$ cat src/rtl/draw_pkg.sv
// Shared constants and state encoding for the VGA draw scheduler.
package draw_pkg;

    localparam int SCREEN_W = 160;
    localparam int SCREEN_H = 120;

    localparam logic [2:0] COLOUR_BLACK = 3'b000;
    localparam logic [2:0] COLOUR_WHITE = 3'b111;

    typedef enum logic [1:0] {
        ST_IDLE  = 2'd0,
        ST_ERASE = 2'd1,
        ST_DRAW  = 2'd2,
        ST_DONE  = 2'd3
    } state_t;

endpackage

$ cat src/rtl/draw_scheduler_rr_arbiter.sv
// Round-robin arbiter: the search starts one past the last grant and the first
// set request wins.
module rr_arbiter #(
    parameter int NUM_REQ = 3,
    parameter int IDX_W   = 2
) (
    input  logic [NUM_REQ-1:0] i_req,
    input  logic [IDX_W-1:0]   i_last_grant,
    output logic [NUM_REQ-1:0] o_grant,
    output logic [IDX_W-1:0]   o_grant_idx,
    output logic               o_valid
);

    logic [IDX_W-1:0] w_cand;

    // NOTE: every output of a combinational block gets a default first, so
    // no path leaves a value unassigned and no latch is inferred.
    always_comb begin
        o_grant     = '0;
        o_grant_idx = '0;
        o_valid     = 1'b0;
        w_cand      = '0;
        for (int k = 1; k <= NUM_REQ; k++) begin
            w_cand = IDX_W'((int'(i_last_grant) + k) % NUM_REQ);
            if (!o_valid && i_req[w_cand]) begin
                o_valid     = 1'b1;
                o_grant_idx = w_cand;
            end
        end
        o_grant[o_grant_idx] = o_valid;
    end

endmodule

$ cat src/rtl/draw_scheduler.sv
// Shares the VGA plot port between sprite engines. It walks one granted rectangle
// per pixel per clock. Define DRAW_SCHED_ERASE_EN to erase each requester's previous rectangle first.
module draw_scheduler
    import draw_pkg::*;
#(
    parameter int NUM_REQ = 3,
    parameter int DIM_W   = 4
) (
    input  logic                     clk,
    input  logic                     reset,
    input  logic [NUM_REQ-1:0]       req,
    input  logic [NUM_REQ*8-1:0]     req_x,
    input  logic [NUM_REQ*7-1:0]     req_y,
    input  logic [NUM_REQ*DIM_W-1:0] req_w,
    input  logic [NUM_REQ*DIM_W-1:0] req_h,
    input  logic [NUM_REQ*3-1:0]     req_colour,
    output logic [NUM_REQ-1:0]       done,
    output logic [7:0]               plot_x,
    output logic [6:0]               plot_y,
    output logic [2:0]               plot_colour,
    output logic                     plot_en,
    output logic                     busy
);

    localparam int IDX_W = (NUM_REQ > 1) ? $clog2(NUM_REQ) : 1;

    state_t               r_state, w_next_state;
    logic [IDX_W-1:0]     r_last_grant, r_idx;
    logic [NUM_REQ-1:0]   r_grant_oh;
    logic [7:0]           r_x;
    logic [6:0]           r_y;
    logic [DIM_W-1:0]     r_w, r_h, r_cx, r_cy;
    logic [2:0]           r_colour;

    logic [NUM_REQ-1:0]   w_grant;
    logic [IDX_W-1:0]     w_gidx;
    logic                 w_arb_valid;
    logic [DIM_W-1:0]     w_req_w, w_req_h;
    logic                 w_grant_empty;

    logic [7:0]           w_walk_x;
    logic [6:0]           w_walk_y;
    logic [DIM_W-1:0]     w_walk_w, w_walk_h;
    logic [2:0]           w_walk_colour;
    logic [8:0]           w_sum_x;
    logic [7:0]           w_sum_y;
    logic                 w_walking, w_row_end, w_last_px;

    rr_arbiter #(.NUM_REQ(NUM_REQ), .IDX_W(IDX_W)) u_arb (
        .i_req        (req),
        .i_last_grant (r_last_grant),
        .o_grant      (w_grant),
        .o_grant_idx  (w_gidx),
        .o_valid      (w_arb_valid)
    );

    assign w_req_w       = req_w[DIM_W*w_gidx +: DIM_W];
    assign w_req_h       = req_h[DIM_W*w_gidx +: DIM_W];
    assign w_grant_empty = (w_req_w == '0) || (w_req_h == '0);

`ifdef DRAW_SCHED_ERASE_EN
    // NOTE: only the valid bits are reset; the stored geometry is never read
    // while its valid bit is clear, so the arrays need no reset.
    logic [7:0]       r_prev_x [NUM_REQ];
    logic [6:0]       r_prev_y [NUM_REQ];
    logic [DIM_W-1:0] r_prev_w [NUM_REQ];
    logic [DIM_W-1:0] r_prev_h [NUM_REQ];
    logic [NUM_REQ-1:0] r_prev_valid;
    logic             w_erase_needed;

    assign w_erase_needed = r_prev_valid[w_gidx] && (r_prev_w[w_gidx] != '0)
                            && (r_prev_h[w_gidx] != '0);

    always_ff @(posedge clk) begin
        if (reset) begin
            r_prev_valid <= '0;
        end else if (r_state == ST_DONE) begin
            r_prev_valid[r_idx] <= 1'b1;
        end
    end

    always_ff @(posedge clk) begin
        if (r_state == ST_DONE) begin
            r_prev_x[r_idx] <= r_x;
            r_prev_y[r_idx] <= r_y;
            r_prev_w[r_idx] <= r_w;
            r_prev_h[r_idx] <= r_h;
        end
    end
`endif

    // The scanner walks either the stored old rectangle (in black) or the new one.
    always_comb begin
        w_walk_x      = r_x;
        w_walk_y      = r_y;
        w_walk_w      = r_w;
        w_walk_h      = r_h;
        w_walk_colour = r_colour;
`ifdef DRAW_SCHED_ERASE_EN
        if (r_state == ST_ERASE) begin
            w_walk_x      = r_prev_x[r_idx];
            w_walk_y      = r_prev_y[r_idx];
            w_walk_w      = r_prev_w[r_idx];
            w_walk_h      = r_prev_h[r_idx];
            w_walk_colour = COLOUR_BLACK;
        end
`endif
    end

    assign w_walking = (r_state == ST_DRAW) || (r_state == ST_ERASE);
    assign w_sum_x   = {1'b0, w_walk_x} + 9'(r_cx);
    assign w_sum_y   = {1'b0, w_walk_y} + 8'(r_cy);
    assign w_row_end = (r_cx == w_walk_w - DIM_W'(1));
    assign w_last_px = w_row_end && (r_cy == w_walk_h - DIM_W'(1));

    assign plot_en     = w_walking && (w_sum_x < 9'(SCREEN_W)) && (w_sum_y < 8'(SCREEN_H));
    assign plot_x      = w_walking ? w_sum_x[7:0] : '0;
    assign plot_y      = w_walking ? w_sum_y[6:0] : '0;
    assign plot_colour = w_walking ? w_walk_colour : '0;
    assign done        = (r_state == ST_DONE) ? r_grant_oh : '0;
    assign busy        = (r_state != ST_IDLE);

    always_comb begin
        w_next_state = r_state;
        case (r_state)
            ST_IDLE: begin
                if (w_arb_valid) begin
                    w_next_state = w_grant_empty ? ST_DONE : ST_DRAW;
`ifdef DRAW_SCHED_ERASE_EN
                    if (w_erase_needed) w_next_state = ST_ERASE;
`endif
                end
            end
`ifdef DRAW_SCHED_ERASE_EN
            ST_ERASE: begin
                if (w_last_px)
                    w_next_state = ((r_w == '0) || (r_h == '0)) ? ST_DONE : ST_DRAW;
            end
`endif
            ST_DRAW: if (w_last_px) w_next_state = ST_DONE;
            ST_DONE: w_next_state = ST_IDLE;
            default: w_next_state = ST_IDLE;
        endcase
    end

    // NOTE: sequential state uses non-blocking assignments so every register
    // samples pre-edge values regardless of statement order.
    always_ff @(posedge clk) begin
        if (reset) begin
            r_state      <= ST_IDLE;
            r_last_grant <= IDX_W'(NUM_REQ - 1);
            r_idx        <= '0;
            r_grant_oh   <= '0;
            r_x          <= '0;
            r_y          <= '0;
            r_w          <= '0;
            r_h          <= '0;
            r_colour     <= '0;
            r_cx         <= '0;
            r_cy         <= '0;
        end else begin
            r_state <= w_next_state;
            if (r_state == ST_IDLE && w_arb_valid) begin
                r_idx      <= w_gidx;
                r_grant_oh <= w_grant;
                r_x        <= req_x[8*w_gidx +: 8];
                r_y        <= req_y[7*w_gidx +: 7];
                r_w        <= w_req_w;
                r_h        <= w_req_h;
                r_colour   <= req_colour[3*w_gidx +: 3];
            end
            if (w_walking) begin
                if (w_last_px) begin
                    r_cx <= '0;
                    r_cy <= '0;
                end else if (w_row_end) begin
                    r_cx <= '0;
                    r_cy <= r_cy + DIM_W'(1);
                end else begin
                    r_cx <= r_cx + DIM_W'(1);
                end
            end
            if (r_state == ST_DONE) r_last_grant <= r_idx;
        end
    end

endmodule
$ cat config.mk
export PLATFORM = sky130hd
export DESIGN_NAME = draw_scheduler
export DESIGN_NICKNAME = d
export VERILOG_FILES = /design/src/rtl/draw_pkg.sv /design/src/rtl/draw_scheduler_rr_arbiter.sv /design/src/rtl/draw_scheduler.sv
export SDC_FILE = /design/constraint.sdc
export NUM_CORES = 1
export LEC_CHECK = 0
export ABC_AREA = 1
export CORE_UTILIZATION = 29
export DETAILED_ROUTE_END_ITERATION = 6
export PLACE_DENSITY = 0.57
export SKIP_LAST_GASP = 1
export SLEW_MARGIN = 30
export SYNTH_ARGS = -nofsm -noshare
export SYNTH_HDL_FRONTEND = slang
export SYNTH_SLANG_ARGS = --single-unit
export TNS_END_PERCENT = 50
$ cat constraint.sdc
create_clock -name clk -period 2.4 [get_ports clk]
set_input_delay 0.24 -clock clk [delete_from_list [all_inputs] [get_ports clk]]
set_output_delay 0.24 -clock clk [all_outputs]
set_load 0.01 [all_outputs]
==> impl_metrics.env <==
export IMPL_n_antenna_cell=0
export IMPL_wl_um=10200
export IMPL_met2RoutedLength_um=4520
export IMPL_synth_largest_area_cell="dfxtp_1"
export IMPL_place_inst=752
export IMPL_clkPwrFrac=0.105
export IMPL_syn_area_per_cell_sq_um=6.63
export IMPL_rrSetupSlack_ps=180
export IMPL_drcViolationCount=1
export IMPL_grt_pass1_wl_um=16200
export IMPL_finalWorstSetupSlack_ps=-151
export IMPL_critPathKind="reg2out"
export IMPL_dr_pass1_iters=6
export IMPL_fin_nets=727
export IMPL_synth_enable_flop_cells=0
export IMPL_area_growth_pct=51.6
export IMPL_ir_worst_vdd_v=0.000461
export IMPL_worstPathRequired_ps=2160
export IMPL_final_area_sq_um=4900
export IMPL_num_io_pins=106
export IMPL_seq_area_sq_um=865
export IMPL_fillers=1104
export IMPL_wl_met3_um=736
export IMPL_cts_max_level=2
export IMPL_vias=3525
export IMPL_maxCapViolations=0
export IMPL_ys_top_cells_by_area="dfxtp_1 27%, nand2_1 13%, inv_1 7.5%"
export IMPL_synth_nets=592
export IMPL_dp_slack_ps=-353
export IMPL_critPathCaptureType="output pin"
export IMPL_synth_most_common_cell="nand2_1"
export IMPL_num_rows=38
export IMPL_numCtsBuffers=5
export IMPL_port_buffers=105
export IMPL_drt_met1_wl_um=4690
export IMPL_grt_max_degree=35
export IMPL_synthArstFlopShare=0
export IMPL_clock_sinks=43
export IMPL_grt_pass1_vias=3469
export IMPL_multi_input_area_sq_um=2100
export IMPL_ctsHoldBuffers=0
export IMPL_rsz0062_at_grt="true"
export IMPL_arrival_ps=2310
export IMPL_fmax_ghz=0.392
export IMPL_synthFlopType="dfxtp_1"
export IMPL_drtAntennaViolNets=0
export IMPL_drtIter0Drc=92
export IMPL_relSlewSlack=0.737
export IMPL_syn_instance_count=488
export IMPL_synth_commonest_cells="113 x nand2_1, 65 x inv_1, 43 x dfxtp_1"
export IMPL_grt_use_total=0.177
export IMPL_violations="design-rule violations, negative setup slack"
export IMPL_hold_path_class="reg2reg"
export IMPL_period_minus_slack_ps=2550
export IMPL_wl_per_cell_um=13.3
export IMPL_setup_viol=2
export IMPL_cts_tree="done"
export IMPL_synth_cell_area_sq_um=3230
export IMPL_power_leakage_nw=2.33
export IMPL_ys_types=35
export IMPL_r2r_end="r_state[0]"
export IMPL_yosys_register_bits=43
export IMPL_critPathLaunchType="flop"
export IMPL_switching_share=0.446
export IMPL_synth_top_area_share=0.266
export IMPL_p_seq_frac=0.249
export IMPL_power_density_nw_per_um2=964
export IMPL_placed_area_sq_um=4690
export IMPL_r2r_cells=18
export IMPL_power_internal_mw=2.62
export IMPL_yosysWarnings=0
export IMPL_switching_power_mw=2.11
export IMPL_die_y_um=108
export IMPL_layout_drive_gt1_share=0.170
export IMPL_die_x_um=108
export IMPL_min_from="r_grant_oh[0]"
export IMPL_min_to="r_grant_oh[0]"
export IMPL_dieArea_sq_um=11600
export IMPL_layout_cells_non_filler=764
export IMPL_overflow=0
export IMPL_vias_per_cell=4.61
export IMPL_antenna_found_initial=0
export IMPL_start_util=0.298
export IMPL_clkTransAtPathRegs_ps=90
export IMPL_core_sq_um=10800
export IMPL_gp_congestion=0.804
export IMPL_status="finished with violations"
export IMPL_yosysSeqAreaShare=0.266
export IMPL_reg2reg_from="r_last_grant[0]"
export IMPL_crit_start="r_y[0]"
export IMPL_dpl_hpwl_um=7820
export IMPL_slew_violations=0
export IMPL_crit_fanout=2
export IMPL_top_layer="met4"
export IMPL_hold_violations=0
export IMPL_holdPathStages=2
export IMPL_finClkSkew_ps=7.29
export IMPL_worstMarginPinSlew_ps=395
export IMPL_setup_tns_final_ps=-206
export IMPL_insertion_delay_ps=290
export IMPL_clockRootBuffer="clkbuf_8"
export IMPL_ctsLongestPathBuffers=2
export IMPL_fin_crit_sh=1.06
export IMPL_pwr_share_comb=0.646
## power groups by stage
stage	clock network (mW)	logic, mW	registers (mW)
2_1_floorplan	0	1.80	1.15
6_report	0.495	3.05	1.17
5_1_grt	0.541	3.40	1.22
4_1_cts	0.517	2.99	1.17
3_5_place_dp	0	2.99	1.18
3_3_place_gp	0	2.93	1.17
## timing repair
action	in CTS	in global routing
pin swaps	6	5
setup buffers	1	3
gates resized for setup	23	19
endpoints found under the setup margin	14	45
## area by class of cell
cell class | instances | share of cell area
Clock buffer | 6 | 0.0168
Inverter | 72 | 0.0551
Sequential cell | 43 | 0.176
Timing Repair Buffer | 146 | 0.285
Clock inverter | 2 | 0.00332
Multi-Input combinational cell | 355 | 0.428
Tap cell | 140 | 0.0357
## stage by stage
| step | hold WS [ps] | total power [mW] | utilization |
|---|---|---|---|
| final | 469 | 4.72 | 0.452 |
| after global routing | 501 | 5.16 | 0.452 |
| after global placement | 454 | 4.10 | 0.432 |
| after detailed placement | 458 | 4.17 | 0.432 |
| after floorplan | 407 | 2.95 | - |
| after CTS | 472 | 4.68 | 0.443 |
## how the worst max path moves through the flow
stage | cells after the start | end
floorplan | 11 | plot_en
global placement | 12 | plot_en
detailed placement | 12 | plot_en
CTS | 11 | plot_en
global route | 11 | plot_en
finish | 11 | plot_en
## layout by cell type (no fill, tap or decap), drive strengths merged
cell type	count
a31oi	21
nor2	42
clkbuf	7
o21bai	1
inv	71
o211ai	18
a21oi	22
xor2	10
a211oi	1
nand3	38
dfxtp	43
clkinv	2
fa	2
nand3b	3
nand4	1
dlygate4sd2	4
buf	43
or3b	1
clkinvlp	1
ha	19
nand2	118
xnor2	8
or2	20
o21ai	22
clkdlybuf4s50	94
nor3b	3
dlymetal6s2s	4
nor4	1
nor3	4
## worst max-delay path, cell delays in order, from the launching register on
cell and delay [ps]:
dfxtp_1 320, ha_1 220, fa_1 380, nand2_1 80, inv_1 40, nor2_1 80, o21bai_1 90, xor2_1 190
nor4_2 270, buf_4 150, a211oi_2 30, buf_2 150
## cell families after synthesis
logic type | after synthesis | share of synthesized area
simple gates | 231 | 0.329
fa+ha+maj | 21 | 0.0859
buf+inv | 90 | 0.114
compound gates | 85 | 0.156
xor+xnor | 18 | 0.0488
flops | 43 | 0.266
## sequential cells by signal, indices dropped and copies added (netlist names)
name and count:
r_cx 4, r_w 4, r_colour 3, r_idx 2, r_grant_oh 3, r_last_grant 2
r_state 2, r_x 8, r_h 4, r_y 7, r_cy 4
## per-layer routing
layer	GRT usage	vias up
met5	0	-
met4	0.0509	0
met3	0.0351	15
met2	0.304	114
met1	0.222	1545
li1	-	1851
No activity file was read; power rests on OpenSTA's default activity.
